<file path="src/rtl/fence_t_sequencer.sv">
// Multi-channel fence.t microreset sequencer: flush every cache channel, wait for
// the memory side to drain, pad to a selectable timing event, then pulse a uarch clear.
module fence_t_sequencer #(
    parameter int unsigned NumCaches = 2,
    parameter int unsigned NumPadSrc = 2,
    parameter int unsigned PadWidth  = 32,
    parameter int unsigned DrainCyc  = 16,
    parameter int unsigned ClrCyc    = 16,
    parameter int unsigned InitHold  = 3,
    parameter int unsigned VLEN      = 64,
    parameter int unsigned SelW      = (NumPadSrc > 1) ? $clog2(NumPadSrc) : 1
) (
    input  logic                 clk_i,
    input  logic                 rst_i,
    input  logic [VLEN-1:0]      boot_addr_i,
    input  logic                 fence_t_i,
    input  logic [VLEN-1:0]      pc_commit_i,
    input  logic [PadWidth-1:0]  pad_i,
    input  logic [SelW-1:0]      pad_src_sel_i,
    input  logic [NumPadSrc-1:0] pad_evt_i,
    output logic [NumCaches-1:0] flush_req_o,
    input  logic [NumCaches-1:0] flush_ack_i,
    input  logic [NumCaches-1:0] busy_i,
    output logic                 halt_o,
    output logic                 uarch_clr_o,
    output logic                 cache_init_no_o,
    output logic [VLEN-1:0]      rst_addr_o,
    output logic [PadWidth-1:0]  ceil_o,
    output logic [2:0]           state_o
);

    localparam int unsigned DW = $clog2(DrainCyc + 1);
    localparam int unsigned CW = $clog2(ClrCyc + 1);
    localparam int unsigned HW = (InitHold > 0) ? InitHold : 1;

    typedef enum logic [2:0] {
        IDLE  = 3'd0,
        FLUSH = 3'd1,
        DRAIN = 3'd2,
        PAD   = 3'd3,
        RST   = 3'd4
    } state_e;

    state_e               state_q, state_d;
    logic [NumCaches-1:0] ack_mask_q, ack_mask_d;
    logic [DW-1:0]        drain_cnt_q, drain_cnt_d, drain_nxt;
    logic [CW-1:0]        clr_cnt_q, clr_cnt_d;
    logic [PadWidth-1:0]  pad_cnt_q;
    logic [NumPadSrc-1:0] pad_evt_q;
    logic [VLEN-1:0]      rst_addr_q, rst_addr_d;
    logic [PadWidth-1:0]  ceil_q, ceil_d;
    logic [HW-1:0]        hold_sr_q;
    logic                 pad_rise;
    logic                 in_rst;

    // An out-of-range select disables the pad trigger entirely.
    always_comb begin
        pad_rise = 1'b0;
        if (32'(pad_src_sel_i) < NumPadSrc)
            pad_rise = pad_evt_i[pad_src_sel_i] & ~pad_evt_q[pad_src_sel_i];
    end

    always_comb begin
        drain_nxt = '0;
        if (!(|busy_i))
            drain_nxt = (drain_cnt_q == DW'(DrainCyc)) ? drain_cnt_q : drain_cnt_q + DW'(1);
    end

    always_comb begin
        state_d     = state_q;
        ack_mask_d  = ack_mask_q;
        drain_cnt_d = drain_cnt_q;
        clr_cnt_d   = clr_cnt_q;
        rst_addr_d  = rst_addr_q;
        ceil_d      = ceil_q;
        flush_req_o = '0;
        uarch_clr_o = 1'b0;
        case (state_q)
            IDLE: begin
                if (fence_t_i) begin
                    state_d    = FLUSH;
                    rst_addr_d = pc_commit_i + VLEN'(4);
                    ack_mask_d = '0;
                end
            end
            FLUSH: begin
                flush_req_o = ~ack_mask_q;
                ack_mask_d  = ack_mask_q | flush_ack_i;
                // Each drain window measures idle time from zero.
                if (&ack_mask_d) begin
                    state_d     = DRAIN;
                    drain_cnt_d = '0;
                end
            end
            DRAIN: begin
                drain_cnt_d = drain_nxt;
                if (drain_nxt == DW'(DrainCyc)) begin
                    state_d = PAD;
                    ceil_d  = (pad_cnt_q == '0) ? '0 : pad_i - pad_cnt_q;
                end
            end
            PAD: begin
                if (pad_cnt_q == '0) state_d = RST;
            end
            RST: begin
                uarch_clr_o = 1'b1;
                if (clr_cnt_q == CW'(ClrCyc - 1)) begin
                    clr_cnt_d = '0;
                    state_d   = IDLE;
                end else begin
                    clr_cnt_d = clr_cnt_q + CW'(1);
                end
            end
            default: state_d = IDLE;
        endcase
    end

    assign in_rst = (state_q == RST);

    always_ff @(posedge clk_i) begin
        if (rst_i) begin
            state_q     <= IDLE;
            ack_mask_q  <= '0;
            drain_cnt_q <= '0;
            clr_cnt_q   <= '0;
            pad_cnt_q   <= '0;
            pad_evt_q   <= '0;
            rst_addr_q  <= boot_addr_i;
            ceil_q      <= '0;
            hold_sr_q   <= '0;
        end else begin
            state_q     <= state_d;
            ack_mask_q  <= ack_mask_d;
            drain_cnt_q <= drain_cnt_d;
            clr_cnt_q   <= clr_cnt_d;
            rst_addr_q  <= rst_addr_d;
            ceil_q      <= ceil_d;
            pad_evt_q   <= pad_evt_i;
            // Pad counter free-runs in every state; a fresh event beats the decrement.
            if (pad_rise)
                pad_cnt_q <= pad_i;
            else if (pad_cnt_q != '0)
                pad_cnt_q <= pad_cnt_q - PadWidth'(1);
            hold_sr_q   <= ((hold_sr_q << 1) | HW'(in_rst)) & {HW{(InitHold > 0)}};
        end
    end

    assign halt_o          = (state_q != IDLE);
    assign cache_init_no_o = in_rst | (|hold_sr_q);
    assign rst_addr_o      = rst_addr_q;
    assign ceil_o          = ceil_q;
    assign state_o         = state_q;

endmodule

</file>
<file path="config.mk">
export PLATFORM = sky130hd
export DESIGN_NAME = fence_t_sequencer
export DESIGN_NICKNAME = d
export VERILOG_FILES = /design/src/rtl/fence_t_sequencer.sv
export SDC_FILE = /design/constraint.sdc
export NUM_CORES = 1
export LEC_CHECK = 0
export CAP_MARGIN = 40
export CORE_MARGIN = 5
export CORE_UTILIZATION = 35
export DETAILED_ROUTE_END_ITERATION = 12
export GPL_TIMING_DRIVEN = 0
export SLEW_MARGIN = 30
export SYNTH_ARGS = -nofsm -noshare
export SYNTH_HDL_FRONTEND = slang
export SYNTH_SLANG_ARGS = --single-unit
export TNS_END_PERCENT = 5
</file>
<file path="constraint.sdc">
create_clock -name clk_i -period 5.79 [get_ports clk_i]
set_clock_uncertainty 0.2 [all_clocks]
set_input_delay 0.8685 -clock clk_i [delete_from_list [all_inputs] [get_ports clk_i]]
set_output_delay 0.8685 -clock clk_i [all_outputs]
set_load 0.03 [all_outputs]
</file>
=== Word-level counts from Yosys, hierarchy flattened ===
Index checks and enable logic that the tools add are counted.

* Logic and storage cells: 75
* Output and inout bits: 104
* Register bits after elaboration: 148

* Reductions and logical operators: 17
* Bitwise logic cells: 6
* Equal/unequal tests: 12
* Mux-type cells: 25
* $add $sub $neg: 5
* Order comparisons: 1

{| class="wikitable"
|+ Operator list
! cell !! count
|-
| 64-bit two-way mux || 3
|-
| 32-bit two-way mux || 3
|-
| 64-bit by 3-bit adder with 64-bit output (second input constant) || 1
|-
| 32-bit logical NOT || 1
|-
| 32-bit nonzero test || 1
|-
| 32-bit by 1-bit subtractor with 32-bit output (second input constant) || 1
|-
| 32-bit subtractor || 1
|-
| 5-bit two-way mux || 4
|-
| 3-bit two-way mux || 5
|-
| 3-bit case mux with 5 select lines || 1
|-
| 5-bit by 1-bit adder with 5-bit output (second input constant) || 2
|-
| 5-bit equality test (second input constant) || 2
|-
| 5-bit case mux with 2 select lines || 1
|-
| 2-bit AND reduction || 5
|-
| 2-bit nonzero test || 5
|-
| 2-bit inequality test (second input constant) || 4
|-
| 3-bit by 2-bit equality test with 1-bit output (second input constant) || 2
|-
| 5-bit by 4-bit equality test with 1-bit output (second input constant) || 1
|-
| 1-bit two-way mux || 5
|-
| 5-bit AND reduction || 1
|-
| 2-bit two-way mux || 2
|-
| 2-bit case mux with 2 select lines || 1
|-
| 3-bit by 1-bit equality test with 1-bit output (second input constant) || 1
|-
| 3-bit equality test (second input constant) || 1
|-
| 12 further kinds || 12
|}

=== Depth between registers and ports, before layout ===
Gate-level depths: netlist of the first run.

* Depth in word-level cells: 6
* Mapped depth: 12

=== Worst setup path after synthesis of the first run ===
No wires, ideal clock.

* Kind: register to register
* From: reg state_q[0], in the netlist state_o[0]
* To: reg rst_addr_q[0], in the netlist rst_addr_o[0], enable pin
* Cell stages (with the launch flop): 4
* Buffers on the path: 1
* Data required time: 5.091 ns
* Period minus slack after synthesis: 4.903 ns
* Setup slack: 0.887 ns
* Arrival time: 4.203 ns
* Cells stage by stage: dfxtp_1 -> clkbuf_1 -> or3_1 -> o21bai_1

* Word-level cells in the longest chain between the ends: 3

{| class="wikitable"
|+ RTL lines
! what !! line !! RTL
|-
| start: declaration || 44 || <nowiki>state_e state_q, state_d;</nowiki>
|-
| start signal: assignment || 132 || <nowiki>state_q <= state_d;</nowiki>
|-
| 3-bit logical NOT || 78 || <nowiki>case (state_q)</nowiki>
|-
| 2-bit nonzero test (no source line) || n/a ||
|-
| 2-bit AND reduction (no source line) || n/a ||
|-
| end signal: assignment || 128 || <nowiki>rst_addr_q <= boot_addr_i;</nowiki>
|-
| end signal: assignment || 136 || <nowiki>rst_addr_q <= rst_addr_d;</nowiki>
|-
| end: declaration || 50 || <nowiki>logic [VLEN-1:0] rst_addr_q, rst_addr_d;</nowiki>
|}

No other way between the ends.
A chain may end at the register's enable or synchronous reset.

=== Worst setup path in the final report of the first run ===
* From: in pad_i[0]
* To: reg ceil_q[28], in the netlist ceil_o[28]

* Word-level cells in the longest chain between the ends: 2

{| class="wikitable"
|+ RTL lines
! what !! line !! RTL
|-
| start: declaration || 18 || <nowiki>input logic [PadWidth-1:0] pad_i,</nowiki>
|-
| 32-bit subtractor || 99 || <nowiki>ceil_d = (pad_cnt_q == '0) ? '0 : pad_i - pad_cnt_q;</nowiki>
|-
| 32-bit two-way mux || 99 ||
|-
| end signal: assignment || 137 || <nowiki>ceil_q <= ceil_d;</nowiki>
|-
| end: declaration || 51 || <nowiki>logic [PadWidth-1:0] ceil_q, ceil_d;</nowiki>
|}

No other way between the ends.

==> results of run 1 <==
==> through the flow <==
step / instance area, sq um / power [uW]
after floorplan: 9052 / 1858
after global placement: 12200 / 2250
after detailed placement: 12310 / 2267
after CTS: 12950 / 3492
after global routing: 12950 / 3618
final: 12950 / 3460
==> registers in the layout, indices dropped and copies added, names as in the netlist <==
register,count
rst_addr_o,64
drain_cnt_q,5
state_o,3
ack_mask_q,2
clr_cnt_q,5
pad_evt_q,2
pad_cnt_q,32
hold_sr_q,3
ceil_o,32
==> placed cells by master (no fill, tap or decap), types with 4 or more instances in the layout <==
cell type / synthesis / final
a211oi_1: 23 / 23
a21o_1: 16 / 16
a21oi_1: 44 / 44
a22oi_1: 17 / 17
a311oi_1: 5 / 5
a31oi_1: 5 / 5
a41oi_1: 4 / 4
and3_1: 20 / 20
buf_2: 4 / 4
clkbuf_1: 39 / 40
clkbuf_16: 0 / 21
clkdlybuf4s50_1: 0 / 273
dfxtp_1: 84 / 84
edfxtp_1: 64 / 64
ha_1: 38 / 38
inv_1: 53 / 53
mux2_2: 4 / 4
nand2_1: 159 / 159
nand2b_1: 5 / 5
nand3_1: 45 / 45
nand4_1: 25 / 25
nor2_1: 100 / 100
nor2b_1: 10 / 10
nor3_1: 18 / 18
nor3_2: 4 / 4
nor4_1: 6 / 6
o21a_1: 6 / 6
o21ai_0: 94 / 94
or3_1: 7 / 7
xnor2_1: 74 / 74
xor2_1: 43 / 43
==> metal layers <==
metal / global-route usage / up-vias
li1: - / 4367
met1: 0.2648 / 4050
met2: 0.3671 / 257
met3: 0.04020 / 28
met4: 0.04375 / 4
met5: 0 / -
==> cell usage after synthesis (all sizes together), types with 3 or more instances <==
| library cell | number |
|---|---|
| o21ai | 97 |
| xor2 | 43 |
| mux2 | 4 |
| a31oi | 5 |
| inv | 53 |
| dfxtp | 84 |
| a311oi | 5 |
| or3 | 7 |
| o21bai | 3 |
| nor4 | 9 |
| a211oi | 26 |
| buf | 4 |
| edfxtp | 64 |
| and3 | 20 |
| a22oi | 17 |
| o211ai | 3 |
| nor2 | 102 |
| o21a | 6 |
| nand3 | 45 |
| nand2b | 5 |
| xnor2 | 74 |
| o31ai | 3 |
| a21o | 16 |
| a21boi | 3 |
| clkbuf | 39 |
| or4 | 4 |
| nand2 | 160 |
| nor2b | 10 |
| ha | 38 |
| or2 | 3 |
| a41oi | 4 |
| nand4 | 25 |
| nor3 | 22 |
| a21oi | 45 |
==> kinds of logic after synthesis <==
family | synth area share
multiplexers | 0.004975
flip-flops | 0.3981
XOR/XNOR | 0.1132
adder cells (fa/ha/maj) | 0.05473
AND/OR/NAND/NOR | 0.2236
buffers and inverters | 0.04077
AO/OA/AOI/OAI | 0.1646
==> power groups by stage <==
| stage | Clock (uW) | Sequential [uW] | Combinational, uW |
|---|---|---|---|
| 3_5_place_dp | 0 | 1260 | 1010 |
| 4_1_cts | 1240 | 1240 | 1010 |
| 6_report | 1210 | 1240 | 1010 |
| 3_3_place_gp | 0 | 1270 | 980 |
| 5_1_grt | 1270 | 1250 | 1100 |
| 2_1_floorplan | 0 | 1380 | 480 |
==> final cells by class <==
class	count	area, sq um
inverters	54	202.7
plain buffers	43	166.4
fillers	2429	12370
well taps	330	412.9
clock inverters	8	107.6
clock buffers	23	534.3
flip-flops and latches	148	3603
repair buffers	278	2826
multi-input cells	824	5099
==> worst max-delay path, cell delays in order <==
cell and delay (ns):
clkdlybuf4s50_1 0.52, inv_1 0.08, ha_1 0.21, fa_1 0.40, nor2b_1 0.18, o31ai_1 0.13
a21oi_1 0.36, a211oi_2 0.18, a21oi_1 0.40, a41oi_1 0.30, o21ai_0 0.29, xnor2_1 0.17
o21ai_0 0.10
==> final timing paths <==
kind,from,slack (ns),cells after the start,end
setup reg to reg,pad_cnt_q[1],2.32,11,ceil_o[31]
hold reg to reg,ceil_o[16],0.25,2,ceil_o[16]
setup / recovery,pad_i[0],1.71,13,ceil_o[28]
hold / removal,ceil_o[16],0.25,2,ceil_o[16]
==> results.json, run 1 <==
{
  "status": "finished, final reports clean",
  "core_area_sq_um": 25330,
  "synth_edf_count": 64,
  "crit_arrival_ns": 4.20,
  "final-setup-viol-count": 0,
  "synthCells": 1069,
  "synth-seq-cells": 148,
  "async_reset_ff_frac": 0,
  "drt_wl_total_microns": 31230,
  "htreeDepth": 4,
  "die-area_sq_um": 29180,
  "finalHoldViolCount": 0,
  "max_freq_mhz": 245.1,
  "die_width_microns": 170.8,
  "yosys.area.top_type": "edfxtp_1",
  "via_per_inst": 5.097,
  "tightest_slew_ns": 0.7255,
  "synth-seq-area-share": 0.3981,
  "yosysWarnings": 0,
  "final_nets": 1575,
  "grt_pass1_vias": 8553,
  "wirelength_met1_microns": 13420,
  "grt_overflow": 0,
  "leakagePower_uw": 0.004757,
  "slew-limit-headroom": 0.5119,
  "grt_util_all_layers": 0.2076,
  "final_cells": 1708,
  "cts_tree": "yes",
  "vias": 8706,
  "place_congestion": 0.8772,
  "antenna_left": 0,
  "pwr-share-comb": 0.291,
  "post_drt_wl_per_cell_microns": 18.29,
  "grt_pass1_wl_microns": 47580,
  "cts_sinks": 148,
  "layout-drive-gt1-share": 0.04644,
  "cts_resized": 0,
  "die_h_microns": 170.8,
  "start_util": 0.3574,
  "dr.pass1.iters": 6,
  "grt_max_degree": 23,
  "synth_top_area_share": 0.2123,
  "cap_violations": 0,
  "synth.distinct_cells": 62,
  "finalSetupTns_ns": 0,
  "placed_cells": 1677,
  "cp-end-kind": "register",
  "numPortBuffers": 273,
  "min_path_type": "register to register",
  "antenna_found_initial": 2,
  "worst_slack_ns": 1.710,
  "critPathLaunchType": "input port",
  "hpwlAfterDp_microns": 24720,
  "cts-root-buf": "clkbuf_16",
  "timing_worst_setup_path_type": "input port to register",
  "syn_to_final_growth_pct": 43.08,
  "drcViolationCount": 0,
  "synth.area.top_cells": "edfxtp_1 (21%), dfxtp_1 (19%), xnor2_1 (7.2%)",
  "pwr-share-seq": 0.358,
  "critPathRequiredTime_ns": 5.90,
  "dr.max_layer_used": "met5",
  "synthFlopType": "dfxtp_1",
  "antenna_cells": 0,
  "dr_wl_met2_microns": 15190,
  "drt_iter0_markers": 544,
  "clkTransAtPathRegs_ns": 0.07,
  "rsz0062_at_grt": "no",
  "power.switching_uw": 1078,
  "cts_setup_buffers": 0,
  "cts-hold-fix-buffers": 0,
  "ios": 274,
  "crit_fanout": 5,
  "cts_buffer_depth": 2,
  "hold_slack_ns": 0.2494,
  "synth.avg_cell_area_sq_um": 8.468,
  "power.density_nw_per_um2": 267.2,
  "pwr-share-clk": 0.351,
  "switching_share": 0.3117,
  "place_ws_ns": 1.208,
  "finalCritPeriodShare": 0.7047,
  "syn-num-nets": 1278,
  "period_needed_ns": 4.081,
  "insertion_delay_ns": 0.43,
  "syn_area_sq_um": 9052,
  "rows": 58,
  "finalMaxSlewViolations": 0,
  "intPower_uw": 2382,
  "cts_buffers": 17,
  "peakVddDrop_v": 0.0001816,
  "route.met3.wl_microns": 2222,
  "post-route-util": 0.5114
}
No activity file was read; power rests on OpenSTA's default activity.
==> run 2: changes to the inputs <==
- clock period: 5.79 -> 4 ns (I/O delays scaled with it)
==> results.json, run 2 (same netlist as run 1, synthesis figures left out) <==
{
  "drcViolationCount": 0,
  "hpwlAfterDp_microns": 24530,
  "drt_wl_total_microns": 31040,
  "period_needed_ns": 3.708,
  "n_fill_cell": 2461,
  "slew-limit-headroom": 0.5220,
  "rsz0062_at_grt": "no",
  "clkTransAtPathRegs_ns": 0.06,
  "cts_setup_buffers": 0,
  "finalCritPeriodShare": 0.9270,
  "post_drt_wl_per_cell_microns": 18.15,
  "layout-drive-gt1-share": 0.04928,
  "cts_buffer_depth": 2,
  "largest_reg_flops": 64,
  "cp-end-kind": "register",
  "max_freq_mhz": 269.7,
  "status": "finished, final reports clean",
  "power.switching_uw": 1551,
  "placed_cells": 1678,
  "grt_pass1_vias": 8591,
  "cap_violations": 0,
  "finalSetupTns_ns": 0,
  "die_h_microns": 170.8,
  "tightest_slew_ns": 0.7170,
  "critPathLaunchType": "input port",
  "final_cell_mix": "clkdlybuf4s50_1 (273), nand2_1 (159), nor2_1 (100), o21ai_0 (94), dfxtp_1 (84)",
  "rows": 58,
  "min_path_type": "register to register",
  "pwr-share-clk": 0.344,
  "numPortBuffers": 273,
  "drt_iter0_markers": 491,
  "final_nets": 1576,
  "die-area_sq_um": 29180,
  "ios": 274,
  "peakVddDrop_v": 0.0002162,
  "worst_slack_ns": 0.2922,
  "dr.pass1.iters": 5,
  "grt_util_all_layers": 0.2049,
  "antenna_left": 0,
  "pwr-share-seq": 0.362,
  "grt_overflow": 0,
  "cts-root-buf": "clkbuf_16",
  "critPathRequiredTime_ns": 3.93,
  "finalHoldViolCount": 0,
  "cts_buffers": 17,
  "start_util": 0.3574,
  "register_area_sq_um": 3603,
  "insertion_delay_ns": 0.42,
  "syn_to_final_growth_pct": 42.88,
  "grt_max_degree": 24,
  "cts-hold-fix-buffers": 0,
  "die_width_microns": 170.8,
  "place_congestion": 0.8624,
  "leakagePower_uw": 0.004753,
  "timing_worst_setup_path_type": "input port to register",
  "antenna_found_initial": 2,
  "post-route-util": 0.5107,
  "final-setup-viol-count": 0,
  "antenna_cells": 0,
  "crit_fanout": 23,
  "cts_sinks": 148,
  "power.density_nw_per_um2": 382.9,
  "pwr-share-comb": 0.293,
  "cts_resized": 0,
  "via_per_inst": 5.107,
  "core_area_sq_um": 25330,
  "place_ws_ns": -0.4228,
  "crit_arrival_ns": 3.63,
  "final_cells": 1710,
  "switching_share": 0.3132,
  "htreeDepth": 4,
  "finalMaxSlewViolations": 0,
  "intPower_uw": 3401,
  "cts_tree": "yes",
  "layout_commonest_cell": "clkdlybuf4s50_1",
  "multi_input_area_sq_um": 5102,
  "vias": 8733,
  "grt_pass1_wl_microns": 46880
}
[run 2: cell types whose count changed in the layout (fill, tap and decap cells not counted), sizes merged]
cell | previous run | this run
buf | 9 | 10
clkbuf | 62 | 61
clkinv | 3 | 5
[run 2: routing by layer]
metal | vias to the layer above | GRT usage | share of wire
li1 | 4363 | - | -
met1 | 4054 | 0.2561 | 0.43
met2 | 272 | 0.3602 | 0.48
met3 | 40 | 0.04436 | 0.067
met4 | 4 | 0.05270 | 0.018
met5 | - | 0 | 0.00068
[run 2: cell type report]
type	instances	share of cell area
Sequential cell	148	0.2786
Timing Repair Buffer	279	0.2181
Tap cell	330	0.03192
Clock inverter	10	0.008997
Buffer	43	0.01296
Clock buffer	22	0.03918
Multi-Input combinational cell	824	0.3945
Inverter	54	0.01567
[run 2: path summary, 6_finish.rpt]
kind / end / start / slack, ns / cells past startpoint
setup / recovery: rst_addr_o[26] / rst_i / 0.29 / 8
hold / removal: ceil_o[16] / ceil_o[16] / 0.24 / 2
setup reg to reg: ceil_o[31] / pad_cnt_q[1] / 0.50 / 11
hold reg to reg: ceil_o[16] / ceil_o[16] / 0.24 / 2
[run 2: per-stage QoR]
step / cell area (sq um) / hold WS, ns / total power [uW]
4_1_cts: 12930 / 0.2450 / 4988
6_report: 12930 / 0.2400 / 4953
5_1_grt: 12930 / 0.2745 / 5190
3_3_place_gp: 12200 / 0.2330 / 3245
2_1_floorplan: 9056 / 0.2252 / 2687
3_5_place_dp: 12310 / 0.2303 / 3271
[run 2: critical path, cell delays in order]
cell and delay [ns]:
clkdlybuf4s50_1 0.77, clkbuf_2 0.36, clkbuf_1 0.43, buf_4 0.26
clkbuf_1 0.38, o21bai_4 0.38, buf_8 0.24, buf_16 0.18
[run 2: power groups by stage]
stage | sequential (uW) | clock (uW) | combinational, uW
floorplan | 1990 | 0 | 696
global placement | 1830 | 0 | 1410
detailed placement | 1830 | 0 | 1440
CTS | 1800 | 1740 | 1460
global route | 1810 | 1800 | 1580
finish | 1790 | 1710 | 1450
